**config.mk**
```make
export PLATFORM = sky130hd
export DESIGN_NAME = lsu_bus_master_flat
export DESIGN_NICKNAME = d
export VERILOG_FILES = /design/src/rtl/lsu_pkg.sv /design/src/rtl/lsu_bus_master_if.sv /design/src/rtl/lsu_load_align.sv /design/src/rtl/lsu_bus_master.sv /design/src/flat_wrapper.sv
export SDC_FILE = /design/constraint.sdc
export NUM_CORES = 1
export LEC_CHECK = 0
export ABC_AREA = 1
export CAP_MARGIN = 0
export CORE_ASPECT_RATIO = 1.1
export CORE_UTILIZATION = 46
export DETAILED_ROUTE_END_ITERATION = 10
export PLACE_DENSITY_LB_ADDON = 0.15
export SETUP_SLACK_MARGIN = 0.15
export SLEW_MARGIN = 20
export SYNTH_ARGS = -nofsm -noshare
export SYNTH_HDL_FRONTEND = slang
export SYNTH_HIERARCHICAL = 1
export SYNTH_SLANG_ARGS = --single-unit
```
**constraint.sdc**
```tcl
create_clock -name clk -period 2.4 [get_ports clk]
set_clock_uncertainty 0.1 [all_clocks]
set_input_delay 0.48 -clock clk [delete_from_list [all_inputs] [get_ports clk]]
set_output_delay 0.48 -clock clk [all_outputs]
set_load 0.02 [all_outputs]
```
**src/rtl/lsu_pkg.sv**
```systemverilog
// Shared definitions for the load/store bus master: funct3 size codes,
// decoded access size and the FSM state encoding.
package lsu_pkg;

    localparam logic [2:0] F3_B  = 3'b000;
    localparam logic [2:0] F3_H  = 3'b001;
    localparam logic [2:0] F3_W  = 3'b010;
    localparam logic [2:0] F3_BU = 3'b100;
    localparam logic [2:0] F3_HU = 3'b101;

    typedef enum logic [1:0] {
        SZ_B,
        SZ_H,
        SZ_W
    } size_e;

    typedef enum logic [1:0] {
        ST_IDLE,
        ST_REQ,
        ST_WAIT,
        ST_DONE
    } state_e;

    // Unknown funct3 encodings fall back to a full-word access.
    function automatic size_e f3_size(input logic [2:0] f3);
        size_e sz;
        case (f3)
            F3_B, F3_BU: sz = SZ_B;
            F3_H, F3_HU: sz = SZ_H;
            F3_W:        sz = SZ_W;
            default:     sz = SZ_W;
        endcase
        return sz;
    endfunction

endpackage

```
**src/rtl/lsu_bus_master_if.sv**
```systemverilog
// Single-beat request channel (valid/ready) plus valid-only response channel
// between the load/store unit and the data memory.
interface lsu_bus_master_if;
    logic        req_valid;
    logic        req_ready;
    logic        req_we;
    logic [31:0] req_addr;
    logic [3:0]  req_be;
    logic [31:0] req_wdata;
    logic        resp_valid;
    logic [31:0] resp_rdata;

    modport master (
        output req_valid, req_we, req_addr, req_be, req_wdata,
        input  req_ready, resp_valid, resp_rdata
    );

    modport slave (
        input  req_valid, req_we, req_addr, req_be, req_wdata,
        output req_ready, resp_valid, resp_rdata
    );
endinterface

```
**src/rtl/lsu_load_align.sv**
```systemverilog
// Combinational load formatter: picks the addressed byte/halfword out of a
// full memory word and sign- or zero-extends it according to funct3.
module lsu_load_align
    import lsu_pkg::*;
(
    input  logic [31:0] word,
    input  logic [1:0]  offset,
    input  logic [2:0]  func3,
    output logic [31:0] data
);

    logic [7:0]  lane [4];
    logic [7:0]  byte_sel;
    logic [15:0] half_sel;
    logic        sign_ext;

    genvar gi;
    generate
        for (gi = 0; gi < 4; gi++) begin : g_lane
            assign lane[gi] = word[8*gi +: 8];
        end
    endgenerate

    // Select the lane, then extend; funct3[2] marks the unsigned variants.
    always_comb begin
        byte_sel = lane[offset];
        half_sel = offset[1] ? word[31:16] : word[15:0];
        sign_ext = ~func3[2];
        case (f3_size(func3))
            SZ_B:    data = {{24{sign_ext & byte_sel[7]}}, byte_sel};
            SZ_H:    data = {{16{sign_ext & half_sel[15]}}, half_sel};
            default: data = word;
        endcase
    end

endmodule

```
**src/rtl/lsu_bus_master.sv**
```systemverilog
// Load/store bus initiator: turns an execute-stage load or store into one
// bus request, stalls the core until the response (or a timeout) arrives and
// returns the aligned load result for one DONE cycle.
module lsu_bus_master
    import lsu_pkg::*;
#(
    parameter int TIMEOUT = 16,
    parameter int CNT_W   = 5
) (
    input  logic        clk,
    input  logic        rst_n,
    input  logic        mem_rd,
    input  logic        mem_wr,
    input  logic [2:0]  func3,
    input  logic [31:0] alu_result,
    input  logic [31:0] rd_data2,
    output logic        stall,
    output logic [31:0] load_data,
    output logic        misaligned,
    output logic        bus_err,
    lsu_bus_master_if.master bus
);

    state_e      state_reg;
    logic        req_valid_reg;
    logic        req_we_reg;
    logic [31:0] req_addr_reg;
    logic [3:0]  req_be_reg;
    logic [31:0] req_wdata_reg;
    logic [31:0] load_data_reg;
    logic        bus_err_reg;
    logic [1:0]  off_reg;
    logic [2:0]  f3_reg;
    logic [CNT_W-1:0] cnt_reg;

    size_e       req_size;
    logic        access;
    logic        issue;
    logic        timeout_hit;
    logic [3:0]  be_next;
    logic [31:0] wdata_next;
    logic [31:0] align_data;

    assign bus.req_valid = req_valid_reg;
    assign bus.req_we    = req_we_reg;
    assign bus.req_addr  = req_addr_reg;
    assign bus.req_be    = req_be_reg;
    assign bus.req_wdata = req_wdata_reg;
    assign load_data     = load_data_reg;
    assign bus_err       = bus_err_reg;

    // Format the returning word with the offset/size captured at issue time.
    lsu_load_align u_align (
        .word   (bus.resp_rdata),
        .offset (off_reg),
        .func3  (f3_reg),
        .data   (align_data)
    );

    // Decode the incoming access: alignment, issue decision, stall and store lanes.
    always_comb begin
        req_size   = f3_size(func3);
        access     = mem_rd | mem_wr;
        misaligned = (state_reg == ST_IDLE) & access &
                     (((req_size == SZ_H) & alu_result[0]) |
                      ((req_size == SZ_W) & (alu_result[1:0] != 2'b00)));
        issue      = (state_reg == ST_IDLE) & access & ~misaligned;
        stall      = issue | (state_reg == ST_REQ) | (state_reg == ST_WAIT);

        be_next    = 4'b1111;
        wdata_next = 32'h0;
        if (mem_wr) begin
            case (req_size)
                SZ_B: begin
                    be_next    = 4'b0001 << alu_result[1:0];
                    wdata_next = {4{rd_data2[7:0]}};
                end
                SZ_H: begin
                    be_next    = alu_result[1] ? 4'b1100 : 4'b0011;
                    wdata_next = {2{rd_data2[15:0]}};
                end
                default: begin
                    be_next    = 4'b1111;
                    wdata_next = rd_data2;
                end
            endcase
        end

        // Counter started at 0 on the first REQ cycle, so TIMEOUT-1 marks the
        // last permitted cycle in REQ/WAIT.
        timeout_hit = (cnt_reg >= CNT_W'(TIMEOUT - 1));
    end

    // Request FSM with registered bus fields, load result and error pulse.
    always_ff @(posedge clk or negedge rst_n) begin
        if (!rst_n) begin
            state_reg     <= ST_IDLE;
            req_valid_reg <= 1'b0;
            req_we_reg    <= 1'b0;
            req_addr_reg  <= 32'h0;
            req_be_reg    <= 4'h0;
            req_wdata_reg <= 32'h0;
            load_data_reg <= 32'h0;
            bus_err_reg   <= 1'b0;
            off_reg       <= 2'b00;
            f3_reg        <= 3'b000;
            cnt_reg       <= '0;
        end else begin
            bus_err_reg <= 1'b0;
            case (state_reg)
                ST_IDLE: begin
                    if (issue) begin
                        req_valid_reg <= 1'b1;
                        req_we_reg    <= mem_wr;
                        req_addr_reg  <= {alu_result[31:2], 2'b00};
                        req_be_reg    <= be_next;
                        req_wdata_reg <= wdata_next;
                        off_reg       <= alu_result[1:0];
                        f3_reg        <= func3;
                        cnt_reg       <= '0;
                        state_reg     <= ST_REQ;
                    end
                end
                ST_REQ: begin
                    // A response in the acceptance cycle is deliberately dropped.
                    if (bus.req_ready) begin
                        req_valid_reg <= 1'b0;
                        cnt_reg       <= cnt_reg + CNT_W'(1);
                        state_reg     <= req_we_reg ? ST_DONE : ST_WAIT;
                    end else if (timeout_hit) begin
                        req_valid_reg <= 1'b0;
                        load_data_reg <= 32'h0;
                        bus_err_reg   <= 1'b1;
                        state_reg     <= ST_DONE;
                    end else begin
                        cnt_reg <= cnt_reg + CNT_W'(1);
                    end
                end
                ST_WAIT: begin
                    if (bus.resp_valid) begin
                        load_data_reg <= align_data;
                        state_reg     <= ST_DONE;
                    end else if (timeout_hit) begin
                        load_data_reg <= 32'h0;
                        bus_err_reg   <= 1'b1;
                        state_reg     <= ST_DONE;
                    end else begin
                        cnt_reg <= cnt_reg + CNT_W'(1);
                    end
                end
                default: begin
                    // DONE: one unstalled cycle for the core to commit.
                    state_reg <= ST_IDLE;
                end
            endcase
        end
    end

endmodule

```
**src/flat_wrapper.sv**
```systemverilog
// flat-port wrapper written by rule: the top's interface ports become plain ports
module lsu_bus_master_flat import lsu_pkg::*;
#(
    parameter int TIMEOUT = 16,
    parameter int CNT_W   = 5
)
  (clk, rst_n, mem_rd, mem_wr, func3, alu_result, rd_data2, stall, load_data, misaligned, bus_err, bus_req_valid, bus_req_we, bus_req_addr, bus_req_be, bus_req_wdata, bus_req_ready, bus_resp_valid, bus_resp_rdata);
  lsu_bus_master_if bus_i ();
  input  logic clk;
  input  logic rst_n;
  input  logic mem_rd;
  input  logic mem_wr;
  input  logic [2:0] func3;
  input  logic [31:0] alu_result;
  input  logic [31:0] rd_data2;
  output logic stall;
  output logic [31:0] load_data;
  output logic misaligned;
  output logic bus_err;
  output wire logic [$bits(bus_i.req_valid)-1:0] bus_req_valid;
  output wire logic [$bits(bus_i.req_we)-1:0] bus_req_we;
  output wire logic [$bits(bus_i.req_addr)-1:0] bus_req_addr;
  output wire logic [$bits(bus_i.req_be)-1:0] bus_req_be;
  output wire logic [$bits(bus_i.req_wdata)-1:0] bus_req_wdata;
  input wire logic [$bits(bus_i.req_ready)-1:0] bus_req_ready;
  input wire logic [$bits(bus_i.resp_valid)-1:0] bus_resp_valid;
  input wire logic [$bits(bus_i.resp_rdata)-1:0] bus_resp_rdata;
  assign bus_req_valid = bus_i.req_valid;
  assign bus_req_we = bus_i.req_we;
  assign bus_req_addr = bus_i.req_addr;
  assign bus_req_be = bus_i.req_be;
  assign bus_req_wdata = bus_i.req_wdata;
  assign bus_i.req_ready = bus_req_ready;
  assign bus_i.resp_valid = bus_resp_valid;
  assign bus_i.resp_rdata = bus_resp_rdata;
  lsu_bus_master #(.TIMEOUT(TIMEOUT), .CNT_W(CNT_W)) u_core (.clk(clk), .rst_n(rst_n), .mem_rd(mem_rd), .mem_wr(mem_wr), .func3(func3), .alu_result(alu_result), .rd_data2(rd_data2), .stall(stall), .load_data(load_data), .misaligned(misaligned), .bus_err(bus_err), .bus(bus_i));
endmodule
```
==> flow_metrics.py, run 1 <==
metrics = {
    "run_status": {
        "status": "finished clean",
    },
    "synthesis": {
        "yosysTopAreaCell": "dfrtp_1",
        "synthTopCellsByCount": "nand2_1, dfrtp_1, nand3_1",
        "ys_seq_area_frac": 0.474,
        "postSynth.asyncResetShare": 1.00,
        "ys_types": 41,
        "yosysMostFrequentCell": "nand2_1",
        "synth_top_cell_area_share": 0.474,
        "ys.warnings.count": 6,
        "synthesis.area_mm2": 0.00597,
        "synth_edf_count": 0,
        "synth.area.top_cells": "dfrtp_1, nand2_1, nand3_1",
        "syn_area_per_cell_um2": 8.20,
        "synth-seq-cells": 113,
        "syn-instance-count": 728,
        "synth_flop_cell": "dfrtp_1",
    },
    "routing": {
        "vias": 5810,
        "drt_iter0_markers": 357,
        "wl_mm": 17.6,
        "wl_per_cell_um": 15.7,
        "viasPerCell": 5.21,
        "first_pass_iters": 6,
        "drc": 0,
        "drtAntennaViolNets": 0,
    },
    "clock_network": {
        "cts.reportedPaths.clkPinSlew_ns": 0.06,
        "cts.path.max_buffers": 2,
        "cts.sinks": 113,
        "cts-root-buf": "clkbuf_16",
        "clk_latency_ns": 0.41,
        "cts_tree": "done",
        "cts_buffers": 17,
        "htree_levels": 4,
    },
    "sta": {
        "worst_slew_pin_slew_ns": 0.613,
        "min_period_over_period": 0.935,
        "slew_violations": 0,
        "setup_viol": 0,
        "hold_viol_final": 0,
        "max_freq_mhz": 445,
        "relSlewSlack": 0.591,
        "worst_slack_ns": 0.155,
        "min_period_ns": 2.24,
        "rsz0062_at_grt": "true",
    },
    "floorplanning": {
        "die_area_mm2": 0.0134,
        "row_count": 43,
        "dieWidth_um": 111,
        "io-pin-count": 210,
        "core_mm2": 0.0126,
        "initial_core_util": 0.472,
        "die_y_um": 121,
    },
    "global_route": {
        "grt_pass1_wl_mm": 28.5,
        "antenna_found_initial": 0,
        "grt_overflow": 0,
        "track_usage": 0.268,
        "grt_max_degree": 70,
        "grt_pass1_vias": 5924,
    },
    "finish": {
        "antennaDiodeCount": 0,
        "syn2layout_area_growth_pct": 47.7,
        "layoutNonFillerInstCount": 1116,
        "postLayoutCoreUtil": 0.697,
        "final_layout_size_suffix_gt1_frac": 0.136,
        "multi_input_area_mm2": 0.00269,
        "nNetsFinal": 1058,
        "n_fill_cell": 1013,
        "seqCellArea_mm2": 0.00283,
    },
    "setup_path": {
        "worst-setup-path-type": "reg2out",
        "arrival_ns": 1.66,
        "crit_path_start_kind": "flip-flop",
        "worstSetupStartpoint": "u_core/state_reg[0]$_DFFE_PN0P_",
        "r2r_end": "u_core/load_data[10]$_DFFE_PN0P_",
        "crit_fanout": 4,
        "worstReg2RegStart": "u_core/cnt_reg[0]$_DFFE_PN0P_",
        "reg2reg_depth": 12,
        "ff2ff_setup_slack_ns": 0.28,
        "cp-end-kind": "output pin",
        "critPathRequiredTime_ns": 1.82,
    },
    "pwr": {
        "peakVddDrop_v": 0.000714,
        "leakagePower_uw": 0.00429,
        "p_per_area_mw_per_mm2": 1330,
    },
    "place": {
        "dp_hpwl_mm": 12.6,
        "dp_cells": 1082,
        "dp_slack_ns": -0.215,
        "port_buffers": 207,
        "gp_congestion": 0.907,
    },
    "job": {
        "drv_cap": 0,
    },
    "worst_hold_path": {
        "hold_path.class": "in2async",
    },
}
==> through the flow <==
step           hold slack, ns  total power (µW)  instance area, µm²  setup TNS (ns)
2_1_floorplan          0.0844              6700                5970               0
3_3_place_gp            0.187              8910                8170           -5.54
3_5_place_dp            0.189              9070                8170           -8.31
4_1_cts                 0.309             11800                8810               0
5_1_grt                 0.310             12400                8810               0
6_report                0.318             11700                8810               0
==> worst max path at each step <==
stage | endpoint
global placement | misaligned
finish | stall
floorplan | stall
detailed placement | misaligned
global route | stall
CTS | misaligned
==> logic make-up after synthesis <==
family                   count (synthesis)  synth area share
other                                    1          0.000628
AO/OA/AOI/OAI                           92            0.0881
flip-flops                             113             0.474
adder cells (fa/ha/maj)                  7            0.0147
AND/OR/NAND/NOR                        443             0.344
buffers and inverters                   72            0.0786
==> final cells by class <==
cell class / instances / share of cell area
inverters: 34 / 0.0159
well taps: 157 / 0.0223
flip-flops and latches: 113 / 0.321
multi-input cells: 544 / 0.306
clock buffers: 17 / 0.0483
repair buffers: 236 / 0.266
clock inverters: 15 / 0.0209
==> worst max-delay path, stage by stage (launching register included) <==
cell     delay, ns
dfrtp_1       0.38
inv_1         0.10
buf_4         0.15
ha_1          0.25
nor2_2        0.15
nand2_1       0.07
buf_2         0.16
==> where the power goes <==
part / total [µW] / switching [µW] / internal, µW
clock network: 2570 / 931 / 1640
logic: 5850 / 3310 / 2550
registers: 3270 / 546 / 2730
==> timing repair <==
item,CTS,global route
hold endpoints to repair,44,0
setup buffers,1,0
endpoints found under the setup margin,4,37
pin swaps,1,0
resized for setup,12,4
hold buffers,1,0
==> placed cells by master, fill, tap and decap left out, types with 5 or more instances in the layout <==
master and count:
clkbuf_16 17, nand2_2 13, dfrtp_1 113, nor2_1 26
buf_4 23, o211ai_1 7, nand2_4 7, inv_2 7
nand3_2 21, clkdlybuf4s50_1 203, a21oi_1 17, ha_1 5
nand2_1 302, o221ai_1 7, inv_1 24, o21ai_1 35
nand3_1 50, o21ai_0 21, or2_1 5, buf_12 5
nor2_4 5
==> layer usage <==
layer,part of all wire,track usage
met5,0,0
met4,0.027,0.120
met3,0.080,0.0899
met2,0.49,0.442
met1,0.41,0.319
Power figures use the tool's default switching activity.
==> inputs of run 2 (changes only) <==
--- a/config.mk
+++ b/config.mk
@@ -6,6 +6,7 @@
 export NUM_CORES = 1
 export LEC_CHECK = 0
 export ABC_AREA = 1
+export ABC_CLOCK_PERIOD_IN_PS = 2400
 export CAP_MARGIN = 0
 export CORE_ASPECT_RATIO = 1.1
 export CORE_UTILIZATION = 46
==> results of run 2 <==
No change in the layout: final DEF, timing and power equal those of run 1.
